File: config.mk
export PLATFORM = sky130hd
export DESIGN_NAME = apb_master_bridge
export DESIGN_NICKNAME = d
export VERILOG_FILES = /design/src/rtl/apb_pkg.sv /design/src/rtl/apb_master_bridge.sv
export SDC_FILE = /design/constraint.sdc
export NUM_CORES = 1
export LEC_CHECK = 0
export CORE_MARGIN = 1.5
export CORE_UTILIZATION = 40
export CTS_CLUSTER_SIZE = 12
export DETAILED_ROUTE_END_ITERATION = 8
export GPL_TIMING_DRIVEN = 0
export HOLD_SLACK_MARGIN = 0.15
export PLACE_DENSITY_LB_ADDON = 0.2
export SLEW_MARGIN = 10
export SYNTH_ARGS = -nofsm -noshare
export SYNTH_HDL_FRONTEND = slang
export SYNTH_SLANG_ARGS = --single-unit
File: constraint.sdc
create_clock -name clk -period 1.78 [get_ports clk]
set_input_delay 0.356 -clock clk [delete_from_list [all_inputs] [get_ports clk]]
set_output_delay 0.356 -clock clk [all_outputs]
set_load 0.01 [all_outputs]
File: src/rtl/apb_pkg.sv
// apb_pkg: APB bridge state encoding and default timeout shared with the APB RAM bench.
package apb_pkg;
  typedef logic [1:0] apb_state_t;
  localparam apb_state_t IDLE = 2'd0;
  localparam apb_state_t SETUP = 2'd1;
  localparam apb_state_t ACCESS = 2'd2;
  localparam apb_state_t RESP = 2'd3;
  localparam int APB_TIMEOUT = 16;
endpackage

File: src/rtl/apb_master_bridge.sv
// apb_master_bridge: single-outstanding command/response to APB master with access timeout.
module apb_master_bridge
  import apb_pkg::*;
#(
  parameter int ADDR_W = 32,
  parameter int DATA_W = 8,
  parameter int TIMEOUT = APB_TIMEOUT
) (
  input  logic              clk,
  input  logic              presetn,
  input  logic              cmd_valid,
  output logic              cmd_ready,
  input  logic              cmd_write,
  input  logic [ADDR_W-1:0] cmd_addr,
  input  logic [DATA_W-1:0] cmd_wdata,
  output logic              rsp_valid,
  input  logic              rsp_ready,
  output logic [DATA_W-1:0] rsp_rdata,
  output logic              rsp_err,
  output logic              rsp_timeout,
  output logic              psel,
  output logic              penable,
  output logic              pwrite,
  output logic [ADDR_W-1:0] paddr,
  output logic [DATA_W-1:0] pwdata,
  input  logic [DATA_W-1:0] prdata,
  input  logic              pready,
  input  logic              pslverr
);
  apb_state_t state;
  logic [7:0] cnt;
  assign cmd_ready = state == IDLE;
  assign psel = state == SETUP || state == ACCESS;
  assign penable = state == ACCESS;
  assign rsp_valid = state == RESP;
  always_ff @(posedge clk or negedge presetn) begin
    if (!presetn) begin
      state <= IDLE;
      pwrite <= 1'b0;
      paddr <= '0;
      pwdata <= '0;
      rsp_rdata <= '0;
      rsp_err <= 1'b0;
      rsp_timeout <= 1'b0;
      cnt <= '0;
    end else begin
      case (state)
        IDLE: if (cmd_valid) begin
          state <= SETUP;
          pwrite <= cmd_write;
          paddr <= cmd_addr;
          pwdata <= cmd_wdata;
          cnt <= '0;
        end
        SETUP: state <= ACCESS;
        ACCESS: if (pready) begin
          state <= RESP;
          rsp_rdata <= pwrite ? '0 : prdata;
          rsp_err <= pslverr;
          rsp_timeout <= 1'b0;
        end else begin
          // cnt+1 is the number of ACCESS cycles spent waiting so far
          cnt <= cnt + 8'd1;
          if (cnt == 8'(TIMEOUT - 1)) begin
            state <= RESP;
            rsp_rdata <= '0;
            rsp_err <= 1'b1;
            rsp_timeout <= 1'b1;
          end
        end
        default: if (rsp_ready) state <= IDLE;
      endcase
    end
  end
endmodule

# Word-level counts from Yosys, hierarchy flattened
# Cells that the tools add are included.
dict set report totals {
  ff_bits 61
  inputBits 55
  out_inout_bits 55
  wordCells 39
}
dict set report classes {
  n_addsub 1
  n_eq_ne 7
  muxes 14
  n_reduce_logical 9
}
# op n
set op_table {}
lappend op_table {{two-way mux 8 bit} 5}
lappend op_table {{case mux 8 bit (2 select lines)} 1}
lappend op_table {{adder 8 x 1 -> 8 bit (second input constant)} 1}
lappend op_table {{equality test 8 x 4 -> 1 bit (second input constant)} 1}
lappend op_table {{two-way mux 2 bit} 4}
lappend op_table {{case mux 2 bit (3 select lines)} 1}
lappend op_table {{AND reduction 3 bit} 2}
lappend op_table {{equality test 2 bit (second input constant)} 2}
lappend op_table {{inequality test 2 bit (second input constant)} 2}
lappend op_table {{AND reduction 2 bit} 2}
lappend op_table {{nonzero test 2 bit} 2}
lappend op_table {{nonzero test 4 bit} 1}
lappend op_table {{two-way mux 1 bit} 3}
lappend op_table {{inequality test 3 x 1 -> 1 bit (second input constant)} 1}
lappend op_table {{equality test 2 x 1 -> 1 bit (second input constant)} 1}
lappend op_table {{logical NOT 2 bit} 1}
lappend op_table {{logical OR 1 bit} 1}

# Longest topological paths before layout
# Gate-level depths: netlist of the first run.
dict set report depth {
  word_depth 4
  mapped_depth 7
  mapped_depth_nobuf 6
}

# Worst setup path before layout of the first run
# OpenSTA, ideal clock, no wires.
dict set report synth_timing {
  path_kind {flip-flop to flip-flop}
  start {reg state[0]}
  end {reg cnt[4]}
  setup_time_ps 66
  arrival_time_ps 1574
  required_time_ps 1714
  path_slack_ps 140
  path_stages_with_launch 8
  path_buffers 1
  synth_period_minus_slack_ps 1640
  cell_sequence {dfrtp_1 -> inv_1 -> ha_1 -> buf_4 -> mux2_4 -> nand2_1 -> or4_1 -> nand2_1}
}
dict set report synth_between {
  elab_chain_cells 3
  word_cells_on_any_way 7
  cone_classes {3 x eq/ne; 1 x mux; 3 x reduce/logical}
}
# element line
set synth_rtl {}
lappend synth_rtl {{start: declaration} apb_master_bridge.sv:30} ;# apb_state_t state;
lappend synth_rtl {{start signal: assignment} apb_master_bridge.sv:38} ;# state <= IDLE;
lappend synth_rtl {{start signal: assignment} apb_master_bridge.sv:49} ;# state <= SETUP;
lappend synth_rtl {{start signal: assignment} apb_master_bridge.sv:55} ;# SETUP: state <= ACCESS;
lappend synth_rtl {{logical NOT 2 bit *} n/a}
lappend synth_rtl {{named net cmd_ready} apb_master_bridge.sv:12} ;# output logic cmd_ready,
lappend synth_rtl {{inequality test 2 bit (no source line) / nonzero test 2 bit (equally long branches)} n/a}
lappend synth_rtl {{AND reduction 3 bit (no source line)} n/a}
lappend synth_rtl {{end signal: assignment} apb_master_bridge.sv:63} ;# cnt <= cnt + 8'd1;
lappend synth_rtl {{end: declaration} apb_master_bridge.sv:31} ;# logic [7:0] cnt;
# Mark *: on every way through the listed nets, which the timed path passes. The rest lies on a longest branch.
# A chain may end at the register's enable or synchronous reset.

# Worst setup path after layout of the first run
dict set report layout_timing {
  start {reg state[0]}
  end {out rsp_valid}
}
dict set report layout_between {
  elab_chain_cells 1
}
# element line
set layout_rtl {}
lappend layout_rtl {{equality test 2 bit} apb_master_bridge.sv:35} ;# assign rsp_valid = state == RESP;
lappend layout_rtl {{end: declaration} apb_master_bridge.sv:16} ;# output logic rsp_valid,
# No other way between the ends.

==> metrics, run 1 <==
CP Class=flip-flop to output port; CTS max path bufs=2; largest net degree at the start of global routing=62; H-tree Lvls=3; crit-path max cell delay=0.41 ns; Post-Synth XOR/XNOR Area=0.01384; max cap viols=0; initial core utilization=0.4201; Synth warnings=0; Netlist cell types=33; routed length per instance=14.81 um; antenna violations before repair=0; Die H=82.55 um; post-route clock period utilization=0.9450; Residual DRC=0; Adder-Cell Fraction of Synth Area=0.02472; largest family of logic cells by synthesized area=multiplexers; post-route setup slack=0.09783 ns; combinational power share=0.478; Sw Share=0.3149; worst vdd ir=about 920 uV; via count of the first global-routing pass=1849; routability congestion estimate=0.8065; Max-slew headroom=0.4934; P_sw=2.132 mW; setup TNS=0 ns; Remaining Overflow, GRT=0; post-synthesis sequential area ratio=0.6031; antenna cells=0; Fin. Hold Viols=0; Post-Synth Simple-Gate Area=0.06476; routed via count=1884; worst flop-to-flop path startpoint=state[0]; synthesized flop and latch total=61; post-layout min period=approximately 1.7 ns; CTS Buf Count=9; worst path bufs/invs=2; Max Fanout on Critical Path=4; post-detail-place hpwl=between 3 and 4 mm; Syn Inst Count=180; FMAX=594.5 MHz; CP Depth=3; P_leak=1.717 nW; CP endpoint kind=output port; Final #Nets=363; Die Area=0.006815 mm2; syn_nets=240; crit-path cells=buf_4, ha_1, clkdlybuf4s15_1; outcome=finished, final reports clean; WL final=5.672 mm; Top FF cell, synth=dfrtp_1; GRT Total Usage=0.1732; first-pass GRT wire length=between 8 and 9 mm; clock power share=0.175; standard-cell rows=28; Worst Setup SP=state[0]; CTS Root Cell=clkbuf_8; CP required=1.42 ns; DR iter-0 viols=44; Synth Area in Compound Gates=0.08057; mux contribution to synthesized area=0.1928; die width=roughly 83 um; Max Slew Vio Count=0; WP data arrival=approximately 1.3 ns; worst reg-to-reg path cell count=6; clock sinks=61; startpoint types=flip-flop; Setup-failing EPs final=0; RSZ-0062 raised after global routing=false; IO Port Bufs=108; Post-synth EDFFs=0; area delta synth->final=56.95%; CP max stage cell=dfrtp_1; pre-CTS setup slack=-0.04520 ns; Via density=4.919; Seq pwr share=0.347; Top Family by Delay on Critical Path=flip-flops; flop2flop setup slack=0.12 ns; Max Clock Skew=0.004572 ns; Setup crit end=rsp_valid; worst skew pair latency=0.33 ns; Synth Area per Inst=between 10 and 15 um2; core area=approximately 0.006 mm2; clk slew on worst S/H paths=0.07 ns; DRT Pass-1 Iters=4; Worst Tran Pin Value=0.7599 ns; layout cells sized above 1=0.2565; asr flop ratio synth=1.000; CTS tree=built; cell area after synthesis=0.002531 mm2; Internal=~4.6 mW; Hold Crit Class=primary input to flip-flop; I/O pin cnt=110; P per Cell Area=1704 mW/mm2; RR Endpoint=paddr[2]; Routed Antenna Nets=0
-- how the worst min path moves through the flow --
stage          slack [ns]     endpoint      start  cells after the start
6_report             0.46  rsp_timeout     pready                      2
5_1_grt              0.47  rsp_timeout     pready                      2
4_1_cts              0.41  rsp_timeout     pready                      2
3_5_place_dp         0.49    pwdata[0]    presetn                      1
3_3_place_gp         0.49    paddr[26]  paddr[26]                      1
2_1_floorplan        0.06       cnt[0]    presetn                      0
-- repair_timing --
action                                  4_1_cts  5_1_grt
hold buffers                                  1        0
endpoints found under the setup margin       13       50
setup buffers                                 1        2
resized for setup                             7        9
hold endpoints to repair                     61        0
-- final cells by class --
cell class,count,area [um2]
plain buffers,7,41.29
clock buffers,10,127.6
clock inverters,6,63.81
fillers,460,2053
inverters,4,15.01
multi-input cells,108,996.0
flip-flops and latches,61,1526
well taps,75,93.84
repair buffers,112,1109
-- cell usage after synthesis (2+ instances only) --
master    n  area [um2]
dfrtp_1  61        1526
mux2_2   42       473.0
a22o_1   11       96.34
nor2_1    9       33.78
nand2_1   6       22.52
buf_2     5       25.02
ha_1      5       62.56
a21oi_1   4       20.02
inv_1     4       15.01
nand4_1   4       25.02
xor2_1    4       35.03
o21ai_0   3       15.01
nor2_2    2       12.51
-- worst register-to-register path, delay by kind of cell (launching register included) --
family,cells,cell delay [ns]
adder cells (fa/ha/maj),1,0.16
buffers and inverters,3,0.51
flip-flops,1,0.40
multiplexers,1,0.37
AND/OR/NAND/NOR,1,0.11
-- cells by family (layout without fill, tap and decap cells) --
logic type | count (synthesis) | count (layout)
DFF | 61 | 61
and+or+nand+nor | 31 | 31
AOI/OAI and AO/OA | 25 | 25
buffers and inverters | 11 | 139
xor gates and xnor gates | 4 | 4
muxes | 43 | 43
adders and majority gates | 5 | 5
-- layout by cell type, fill, tap and decap left out, types with 2 or more instances in the layout --
cell,count
a22o_1,11
nand2_4,2
buf_2,3
ha_1,3
clkinv_2,2
o21ai_0,3
dfrtp_1,61
nand4_1,4
clkbuf_8,9
buf_4,7
clkdlybuf4s50_1,103
xor2_1,4
ha_4,2
nand2_1,5
nor2_1,9
clkdlybuf4s15_1,2
clkinvlp_4,2
dlygate4sd2_1,2
mux2_2,42
inv_1,3
clkbuf_1,2
a21oi_1,4
-- registers in the layout, summed over array words and instances, names as in the netlist --
register and flops:
paddr 32, cnt 8, rsp_timeout 1, rsp_rdata 8, state 2, rsp_err 1
pwdata 8, pwrite 1
-- metrics by stage --
stage               instance area [um2]  power, mW    util  std cells  hold slack [ns]
finish                             3973      6.770  0.6593        383           0.4560
global route                       3973      7.231  0.6593        383           0.4683
CTS                                3915      6.735  0.6497        381           0.4060
detailed placement                 3704      5.524  0.6146        363           0.4865
global placement                   3706      5.458  0.6150        363           0.4851
floorplan                          2531      3.862       -        180          0.06041
-- per-layer routing --
layer / track usage / routed length [um]
met1: 0.2077 / 2420
met2: 0.2585 / 2599
met3: 0.1055 / 582
met4: 0.05333 / 70
met5: 0 / 0
-- power by group through the flow --
stage	logic, mW	clock network, mW	registers, mW
2_1_floorplan	1.23	0	2.63
3_3_place_gp	3.12	0	2.34
3_5_place_dp	3.15	0	2.37
4_1_cts	3.16	1.22	2.35
5_1_grt	3.50	1.29	2.44
6_report	3.24	1.18	2.35
No activity file was read; power rests on OpenSTA's default activity.
==> run 2: changes to the inputs <==
--- a/config.mk
+++ b/config.mk
@@ -13,3 +13,3 @@
 export HOLD_SLACK_MARGIN = 0.15
-export PLACE_DENSITY_LB_ADDON = 0.2
+export PLACE_DENSITY = 0.84
 export SLEW_MARGIN = 10
==> constraint.sdc (replaced) <==
create_clock -name clk -period 1.78 [get_ports clk]
set_input_delay 0.534 -clock clk [delete_from_list [all_inputs] [get_ports clk]]
set_output_delay 0.534 -clock clk [all_outputs]
set_load 0.01 [all_outputs]
==> run 2 against run 1 <==
Power shrank 1.7%. Non-clock buffer count shrank 1. Global-route usage shrank 0.086 points. Design area grew 1.0%. Maximum frequency shrank 4.3%. Flip-flop and latch count is the same. Sequential power is essentially flat. Core utilization grew 0.69 points. Final cell count shrank 0.52%. Worst setup slack lost 0.075 ns. Sequential share of layout area shrank 0.40 points.
==> metrics, run 2 (synthesis results as in run 1) <==
outcome=finished, final reports clean; Setup crit end=cmd_ready; CP Depth=3; Max Fanout on Critical Path=2; Hold Crit Class=primary input to asynchronous set/reset pin; CTS Root Cell=clkbuf_8; initial core utilization=0.4201; routed length per instance=15.22 um; post-layout min period=1.757 ns; Top Family by Delay on Critical Path=flip-flops; CTS tree=built; FMAX=569.1 MHz; total placed cells including tap cells=363; IO Port Bufs=108; Routed Antenna Nets=0; Die Area=0.006815 mm2; H-tree Lvls=3; max cap viols=0; post-cts hold buffer count=0; CTS Buf Count=9; Remaining Overflow, GRT=0; commonest non-fill, non-tap cells in the layout=61 x dfrtp_1, 56 x clkdlybuf4s50_1, 42 x mux2_2, 32 x dlymetal6s2s_1, 15 x dlygate4sd2_1; WP data arrival=1.22 ns; setup TNS=0 ns; CP required=~1.3 ns; worst path bufs/invs=2; first-pass GRT wire length=8.666 mm; flop2flop setup slack=0.09 ns; via count of the first global-routing pass=1958; Largest Register=paddr; GRT Total Usage=0.1723; Fin. Hold Viols=0; largest net degree at the start of global routing=62; antenna violations before repair=0; area delta synth->final=58.58%; P per Cell Area=1659 mW/mm2; Finished Layout Cells=around 380; clock sinks=61; most common cell after layout, fill and taps aside=dfrtp_1; clk slew on worst S/H paths=0.06 ns; Max Slew Vio Count=0; core area=0.006026 mm2; DR iter-0 viols=64; startpoint types=flip-flop; CTS max path bufs=2; I/O pin cnt=between 100 and 150; Worst Setup SP=state[0]; DRT Pass-1 Iters=4; Residual DRC=0; CP endpoint kind=output port; Worst Tran Pin Value=0.7740 ns; Final #Nets=362; worst reg-to-reg path cell count=6; Power Total=~6.7 mW; Final Cell Area=between 0.004 and 0.005 mm2; crit-path cells=inv_2, ha_4, clkdlybuf4s15_1; worst skew pair latency=0.33 ns; WL final=just under 6 mm; routability congestion estimate=0.8339; worst flop-to-flop path startpoint=state[0]; antenna cells=0; standard-cell rows=28; Die H=82.55 um; worst vdd ir=1003 uV; # fillers=443; placement-stage cell area=between 0.003 and 0.004 mm2; routed via count=roughly 1900; crit-path max cell delay=~0.4 ns; Via density=~5; Max-slew headroom=0.4840; CP max stage cell=dfrtp_1; layout cells sized above 1=0.2680; post-detail-place hpwl=between 4 and 5 mm; die width=just over 80 um; RR Endpoint=pwdata[1]; post-route clock period utilization=0.9872; max reg flops=32; Setup-failing EPs final=0; Max Clock Skew=roughly 0.0056 ns; P_leak=2.065 nW; CP Class=flip-flop to output port
==> run 2: changes by cell type in the layout (fill, tap and decap cells not counted), moves of 5 or more <==
cell / change
clkdlybuf4s50_1: -47
dlygate4sd2_1: +13
buf_2: +5
dlymetal6s2s_1: +32
==> run 2: how the worst min path moves through the flow <==
stage                      start      endpoint  depth (start not counted)
global route             presetn     pwdata[1]                          1
detailed placement  rsp_rdata[5]  rsp_rdata[5]                          1
finish                   presetn     pwdata[1]                          1
global placement        paddr[7]      paddr[7]                          1
CTS                      presetn      paddr[3]                          1
floorplan                presetn        cnt[0]                          0
==> run 2: per-layer routing <==
metal | vias up | share of wire | track usage
met5 | - | 0 | 0
met3 | 15 | 0.082 | 0.05824
met2 | 75 | 0.49 | 0.2724
met1 | 926 | 0.40 | 0.2050
li1 | 892 | - | -
met4 | 0 | 0.029 | 0.09667
==> run 2: worst register-to-register path, stage by stage (launching register included) <==
cell and delay (ns):
dfrtp_1 0.37, inv_2 0.08, ha_4 0.17, buf_4 0.16, nand2_2 0.15, buf_2 0.29, mux2_2 0.37
==> run 2: repair_timing <==
action	in CTS	in global routing
gates resized for setup	29	38
setup endpoints to repair	19	66
setup buffers	2	1
==> run 2: per-stage QoR <==
stage                     setup WS [ns]  utilization  hold WS [ns]
after floorplan                  0.1403            -        0.2384
after global placement           -1.792       0.6150        0.4865
after detailed placement        -0.2171       0.6146        0.4919
after CTS                      -0.01499       0.6485        0.2970
after global routing           -0.01542       0.6661        0.3338
final                           0.02283       0.6661        0.2784
==> run 2: final cells by class <==
type                            instances  area, um2  area share
Sequential cell                        61       1526      0.3803
Clock buffer                           11      141.4     0.03522
Multi-Input combinational cell        108      980.9      0.2444
Tap cell                               75      93.84     0.02338
Clock inverter                          4      72.57     0.01808
Timing Repair Buffer                  111       1147      0.2858
Inverter                                4      15.01    0.003741
Buffer                                  7      36.28    0.009040
==> run 2: power by group <==
group / internal [mW] / switching [mW]
registers: 2.02 / 0.310
clock network: 0.817 / 0.518
logic: 1.74 / 1.26
==> run 3: changes to the inputs <==
CORE_UTILIZATION = 42   (was 40)
PLACE_DENSITY = 0.87   (was 0.84)
==> run 3 against run 2 <==
Power rose by 0.61%. Sequential power about the same. Global-route usage rose by 0.99 points. First-iteration DRC count grew 28%. Via count shrank 0.89%. Clock skew increased by 0.0013 ns. Critical endpoint is now paddr[28].
==> metrics, run 3 (synthesis results as in run 1) <==
CTS Root Cell=clkbuf_8; FMAX=571.8 MHz; IO Port Bufs=108; standard-cell rows=28; CP Class=flip-flop to output port; Routed Antenna Nets=0; worst vdd ir=1100 uV; clk slew on worst S/H paths=0.07 ns; GRT Total Usage=0.1822; WP data arrival=1.21 ns; post-cts hold buffer count=0; post-route setup slack=0.03103 ns; CP max stage cell=clkdlybuf4s50_1; antenna violations before repair=0; post-route clock period utilization=0.9826; routability congestion estimate=approximately 0.78; largest net degree at the start of global routing=62; worst path bufs/invs=1; crit-path max cell delay=0.54 ns; startpoint types=flip-flop; max cap viols=0; CTS max path bufs=2; CP endpoint kind=output port; H-tree Lvls=3; hold_ws=0.2747 ns; max reg flops=32; Largest Register=paddr; routed via count=1891; Die H=a little over 80 um; most common cell after layout, fill and taps aside=clkdlybuf4s50_1; P per Cell Area=1670 mW/mm2; commonest non-fill, non-tap cells in the layout=69 x clkdlybuf4s50_1, 61 x dfrtp_1, 42 x mux2_2, 30 x dlymetal6s2s_1, 11 x a22o_1; worst skew pair latency=between 0.3 and 0.4 ns; post-detail-place hpwl=roughly 4 mm; Die Area=between 0.006 and 0.007 mm2; pre-CTS setup slack=-0.2203 ns; Fin. Hold Viols=0; Max Clock Skew=a little under 0.007 ns; CP required=1.25 ns; layout cells sized above 1=0.2671; DRT Pass-1 Iters=4; total placed cells including tap cells=363; initial core utilization=0.4301; post-layout min period=about 1.7 ns; Max Fanout on Critical Path=2; outcome=finished, final reports clean; Residual DRC=0; Max-slew headroom=0.5083; Final #Nets=362; crit-path cells=clkdlybuf4s50_1; Hold Crit Class=primary input to asynchronous set/reset pin; Worst Tran Pin Value=0.7375 ns; Top Family by Delay on Critical Path=buffers and inverters; core area=0.005886 mm2; first-pass GRT wire length=8.887 mm; routed length per instance=14.48 um; RSZ-0062 raised after global routing=false; CTS tree=built; DR iter-0 viols=between 80 and 90; WL final=~5.5 mm; P_leak=2.035 nW; clock sinks=61; I/O pin cnt=110; Finished Layout Cells=about 380; area delta synth->final=58.43%; Max Slew Vio Count=0; Power Total=6.698 mW; via count of the first global-routing pass=a little under 2000; Setup-failing EPs final=0; Via density=4.950; Remaining Overflow, GRT=0; CTS Buf Count=9; die width=80.63 um; antenna cells=0
## run 3: timing repair
action	in CTS	in global routing
hold endpoints to repair	0	0
setup buffers	3	0
setup endpoints to repair	36	34
resized for setup	22	32
## run 3: per-stage QoR
| step | area, um2 | util | TNS (ns) |
|---|---|---|---|
| floorplan | 2531 | - | 0 |
| global placement | 3706 | 0.6297 | -114.64 |
| detailed placement | 3704 | 0.6293 | -8.581 |
| CTS | 3938 | 0.6690 | 0 |
| global route | 4010 | 0.6813 | 0 |
| finish | 4010 | 0.6813 | 0 |
## run 3: final cells by class
class	instances	area [um2]
clock inverters	5	75.07
flip-flops and latches	61	1526
plain buffers	7	36.28
inverters	4	15.01
clock buffers	11	131.4
well taps	75	93.84
multi-input cells	108	980.9
repair buffers	111	1151
fillers	439	1876
## run 3: per-layer routing
metal  GRT usage  vias to the layer above  wire (um)
met4     0.08276                        0         89
met2      0.3017                       83       2764
met5           0                        -          0
met1      0.2119                      909       2203
li1            -                      888          -
met3     0.06250                       11        473
## run 3: path summary, 6_finish.rpt
path / from / end / slack [ns] / cells past startpoint
worst max-delay path: paddr[28] / paddr[28] / 0.03 / 1
worst min-delay path: presetn / rsp_rdata[4] / 0.27 / 1
worst max register to register: state[1] / cnt[7] / 0.09 / 7
worst min register to register: paddr[21] / paddr[21] / 0.50 / 1
max in group asynchronous: presetn / state[1] / 1.03 / 1
min in group clk: paddr[21] / paddr[21] / 0.50 / 1
## run 3: power breakdown
| group | switching (mW) | total [mW] | internal (mW) |
|---|---|---|---|
| registers | 0.321 | 2.34 | 2.02 |
| clock network | 0.519 | 1.30 | 0.782 |
| logic | 1.24 | 3.06 | 1.81 |
| total | 2.08 | 6.70 | 4.62 |
